[src/rtl/flow_control_loop_pipe_seq_init_pkg.sv]
// Shared constants for the pipelined-loop handshake adapter.
// Reset and power-up values of the two state bits.
package flow_control_loop_pipe_seq_init_pkg;
  localparam logic INIT_RST = 1'b1;
  localparam logic DONE_RST = 1'b0;
endpackage

[src/rtl/flow_control_loop_pipe_seq_init.sv]
// Adapts the parent's ap_start/ap_done/ap_ready protocol to a pipelined loop body.
// Generates the per-run ap_loop_init pulse and holds done until the next start.
module flow_control_loop_pipe_seq_init (
  input  logic ap_clk,
  input  logic ap_rst,
  input  logic ap_start,
  output logic ap_ready,
  output logic ap_done,
  output logic ap_start_int,
  output logic ap_loop_init,
  input  logic ap_ready_int,
  input  logic ap_loop_exit_ready,
  input  logic ap_loop_exit_done,
  output logic ap_continue_int,
  input  logic ap_done_int
);
  import flow_control_loop_pipe_seq_init_pkg::*;

  logic init_q = INIT_RST;
  logic done_q = DONE_RST;
  logic init_d;
  logic done_d;
  logic unused_done_int;

  assign unused_done_int = ap_done_int;

  // Loop exit re-arms init for the next run; it outranks an accepted iteration.
  always_comb begin
    init_d = init_q;
    if (ap_loop_exit_done) begin
      init_d = 1'b1;
    end else if (ap_ready_int) begin
      init_d = 1'b0;
    end else begin
      init_d = init_q;
    end
  end

  // Done is cached on exit and released by the next start that has no exit.
  always_comb begin
    done_d = done_q;
    if (ap_loop_exit_done) begin
      done_d = 1'b1;
    end else if (ap_start) begin
      done_d = 1'b0;
    end else begin
      done_d = done_q;
    end
  end

  always_ff @(posedge ap_clk) begin
    if (ap_rst) begin
      init_q <= INIT_RST;
      done_q <= DONE_RST;
    end else begin
      init_q <= init_d;
      done_q <= done_d;
    end
  end

  assign ap_start_int    = ap_start;
  assign ap_ready        = ap_loop_exit_ready;
  assign ap_continue_int = 1'b1;
  assign ap_loop_init    = init_q & ap_start;
  assign ap_done         = ap_loop_exit_done | done_q;

endmodule

[config.mk]
export PLATFORM = sky130hd
export DESIGN_NAME = flow_control_loop_pipe_seq_init
export DESIGN_NICKNAME = d
export VERILOG_FILES = /design/src/rtl/flow_control_loop_pipe_seq_init_pkg.sv /design/src/rtl/flow_control_loop_pipe_seq_init.sv
export SDC_FILE = /design/constraint.sdc
export NUM_CORES = 1
export LEC_CHECK = 0
export BUFFER_PORTS_ARGS = -buffer_cell sky130_fd_sc_hd__buf_2
export CAP_MARGIN = 10
export CORE_AREA = 8 8 45 47
export CTS_CLUSTER_SIZE = 10
export DETAILED_ROUTE_END_ITERATION = 6
export DIE_AREA = 0 0 53 55
export PLACE_DENSITY = 0.3
export SLEW_MARGIN = 5
export SYNTH_ARGS = -nofsm -noshare
export SYNTH_HDL_FRONTEND = slang
export SYNTH_SLANG_ARGS = --single-unit
export TNS_END_PERCENT = 50
[constraint.sdc]
create_clock -name ap_clk -period 0.8 [get_ports ap_clk]
set_input_delay 0.08 -clock ap_clk [delete_from_list [all_inputs] [get_ports ap_clk]]
set_output_delay 0.08 -clock ap_clk [all_outputs]
set_load 0.02 [all_outputs]
==> impl_summary.log <==
INFO  metric drt_first_iter_violations = 1
INFO  metric grt_pass1_vias = 101
INFO  metric ys_types = 10
INFO  metric worst_ep_arrival_time = roughly 0.87 ns
INFO  metric cts_buffers = 3
INFO  metric vdd_drop_max = ~0.46 mV
INFO  metric top_level_ports = 12
INFO  metric power_density = 2082 nW/um2
INFO  metric ant_nets = 0
INFO  metric ys_seq_area_frac = 0.3404
INFO  metric fmaxAchievable = approximately 1000 MHz
INFO  metric clock_tree.root_cell = sky130_fd_sc_hd__clkbuf_4
INFO  metric place_congestion = ~0.66
INFO  metric multiInputGateArea = ~50 um2
INFO  metric core_area = between 1000 and 1500 um2
INFO  metric worst-r2r-cell-count = 3
INFO  metric critPathMaxFanout = 2
INFO  metric seqCellArea = 42.54 um2
INFO  metric path_clk_slew = 0.03 ns
INFO  metric grt_antenna_before_repair = 0
INFO  metric largest_buffer_count_on_any_clock_path = 2
INFO  metric layoutNonFillerInstCount = 38
INFO  metric drt_pre_antenna_iters = 2
INFO  metric endpoint_kind = primary output
INFO  metric avgViaCountPerCell = 2.816
INFO  metric total_chip_power = between 400 and 500 uW
INFO  metric reg2reg_end = done_q$_SDFFE_PP0P_
INFO  metric postSynthRegisterBits = 2
INFO  metric num_vias = approximately 110
INFO  metric whs_path_cells = 2
INFO  metric antenna_cells = 0
INFO  metric grt_pass1_wl = 489 um
INFO  metric worst_hold_path.endpoint = init_q$_SDFFE_PP1P_
INFO  metric tritoncts = yes
INFO  metric fin_crit_sh = 1.192
INFO  metric cp-start-kind = flip-flop
INFO  metric floorplan.die.width = roughly 53 um
INFO  metric wire_per_inst = 8.395 um
INFO  metric residual_overflow_from_global_routing = 0
INFO  metric clock_insertion_delay_worst_skew = approximately 0.23 ns
INFO  metric dieHeight = 55 um
INFO  metric synthCells = 14
INFO  metric synthToLayoutAreaGrowth = 68.09%
INFO  metric layout.filler_cells = between 150 and 200
INFO  metric maximum_number_of_pins_on_one_net_before_global_route_repair = 4
INFO  metric hold_buffer_count_at_cts = 0
INFO  metric cpPeakStageDelay = 0.31 ns
INFO  metric cells_traversed_along_the_worst_timing_path = or2_1, buf_6
INFO  metric finish.net_count = 31
INFO  metric pre_cts_slack = 0.06577 ns
INFO  metric outcome = complete, but fails checks
INFO  metric timing.critical_path.required = approximately 0.72 ns
INFO  metric violations = setup timing
INFO  metric finalHoldViolCount = 0
INFO  metric slew_violations = 0
INFO  metric critPathKind = reg2out
INFO  metric maxCapViolations = 0
INFO  metric r2r_setup_slack = 0.13 ns
INFO  metric count_of_synthesis_stage_warnings_from_yosys = 0
INFO  metric grt_util_all_layers = 0.03001
INFO  metric tritoncts_num_sinks = 2
INFO  metric detail_route.drc_violations = 0
INFO  metric clock_period_minus_worst_slack = about 0.95 ns
INFO  metric drive_above_1_share = 0.7273
INFO  metric worst_hold_startpoint = ap_ready_int
INFO  metric io_buffer_count = 7
INFO  metric synth.avg_cell_area = 8.401 um2
INFO  metric setup_viol = 2
INFO  metric floorplan.initialDensity = 0.08499
INFO  metric routed_wl = approximately 320 um
INFO  metric post-place-cells = 35
INFO  metric p_leak = 0.0001033 uW
INFO  metric synth_area = 117.6 um2
INFO  metric design.die.area = 2915 um2
INFO  metric critical_path.slowest_cell = sky130_fd_sc_hd__dfxtp_2
INFO  metric setup_slack = -0.1538 ns
INFO  metric clock_skew = 0 ns
INFO  metric grt_setup_unrepaired = true
INFO  metric syn_nets = 21
INFO  metric htree_levels = 1
INFO  metric finalSetupTns = -0.2099 ns
INFO  metric min_path_type = in2reg
INFO  metric num_rows = 14
INFO  metric crit-reg2reg-launch = done_q$_SDFFE_PP0P_
## routing by layer
| metal | global-route usage | up-vias | part of all wire |
|---|---|---|---|
| li1 | - | 55 | - |
| met1 | 0.03177 | 43 | 0.45 |
| met2 | 0.01758 | 9 | 0.26 |
| met3 | 0.04278 | 0 | 0.29 |
| met4 | 0.03879 | 0 | 0 |
| met5 | 0 | - | 0 |
## area by class of cell
class | instances | share of cell area
inverter | 2 | 0.03797
clock buffer | 3 | 0.1139
sequential | 2 | 0.2152
timing repair buffer | 8 | 0.2785
multi-input combinational | 7 | 0.2532
tap | 16 | 0.1013
## worst max-delay path: cells and delay by family, from the launching register on
| kind | cells | cell delay, ns |
|---|---|---|
| simple gates | 1 | 0.21 |
| buf+inv | 1 | 0.13 |
| flops | 1 | 0.31 |
## worst max path at each step
stage | from | to | slack, ns | cells past startpoint
global route | done_q$_SDFFE_PP0P_ | ap_done | -0.20 | 2
CTS | done_q$_SDFFE_PP0P_ | ap_done | -0.16 | 2
floorplan | done_q$_SDFFE_PP0P_ | ap_done | 0.11 | 1
global placement | done_q$_SDFFE_PP0P_ | ap_done | 0.07 | 2
finish | done_q$_SDFFE_PP0P_ | ap_done | -0.15 | 2
detailed placement | done_q$_SDFFE_PP0P_ | ap_done | 0.07 | 2
## kinds of logic (layout without fill, tap and decap cells)
group	after synthesis	count (layout)	synth area share
and+or+nand+nor	4	4	0.2553
other	1	1	0.03188
DFF	2	2	0.3404
AOI/OAI and AO/OA	2	2	0.1170
buffers and inverters	5	13	0.2553
## sequential cells by signal (all words and copies together), names as in the netlist
register and count:
done_q 1, init_q 1
## timing repair
action	CTS	global route
setup endpoints to repair	2	2
gates resized for setup	6	1
setup buffers	0	0
pin swaps	1	0
## layout by cell type (no fill, tap or decap)
cell type                  count
sky130_fd_sc_hd__dfxtp_2       2
sky130_fd_sc_hd__and2_4        1
sky130_fd_sc_hd__buf_2         5
sky130_fd_sc_hd__o21ai_1       1
sky130_fd_sc_hd__conb_1        1
sky130_fd_sc_hd__buf_4         1
sky130_fd_sc_hd__inv_1         2
sky130_fd_sc_hd__buf_6         2
sky130_fd_sc_hd__nand2b_4      1
sky130_fd_sc_hd__or2_1         1
sky130_fd_sc_hd__clkbuf_4      3
sky130_fd_sc_hd__a21oi_2       1
sky130_fd_sc_hd__nor2_1        1
## cells in the mapped netlist
library cell	number	area, um2
sky130_fd_sc_hd__buf_4	3	22.52
sky130_fd_sc_hd__dfxtp_1	2	40.04
sky130_fd_sc_hd__inv_1	2	7.510
sky130_fd_sc_hd__a21oi_2	1	8.760
sky130_fd_sc_hd__and2_1	1	6.260
sky130_fd_sc_hd__conb_1	1	3.750
sky130_fd_sc_hd__nand2b_4	1	13.76
sky130_fd_sc_hd__nor2_1	1	3.750
sky130_fd_sc_hd__o21ai_1	1	5.000
sky130_fd_sc_hd__or2_1	1	6.260
## power by group
| part | total, uW | switching (uW) | internal [uW] | leakage, uW |
|---|---|---|---|---|
| clock | 226 | 60.4 | 166 | 0.0000138 |
| sequential | 110 | 2.72 | 107 | 0.0000165 |
| combinational | 75.3 | 36.9 | 38.4 | 0.0000730 |
| total | 412 | 100 | 312 | 0.000103 |
## through the flow
stage / util / hold WS, ns / area (um2)
after floorplan: - / 0.1424 / 117.6
after global routing: 0.1429 / 0.01191 / 197.7
after detailed placement: 0.1139 / 0.1601 / 157.7
after global placement: 0.1139 / 0.1601 / 157.7
final: 0.1429 / 0.02440 / 197.7
after CTS: 0.1420 / 0.01456 / 196.4
(Power assumes the default switching activity.)
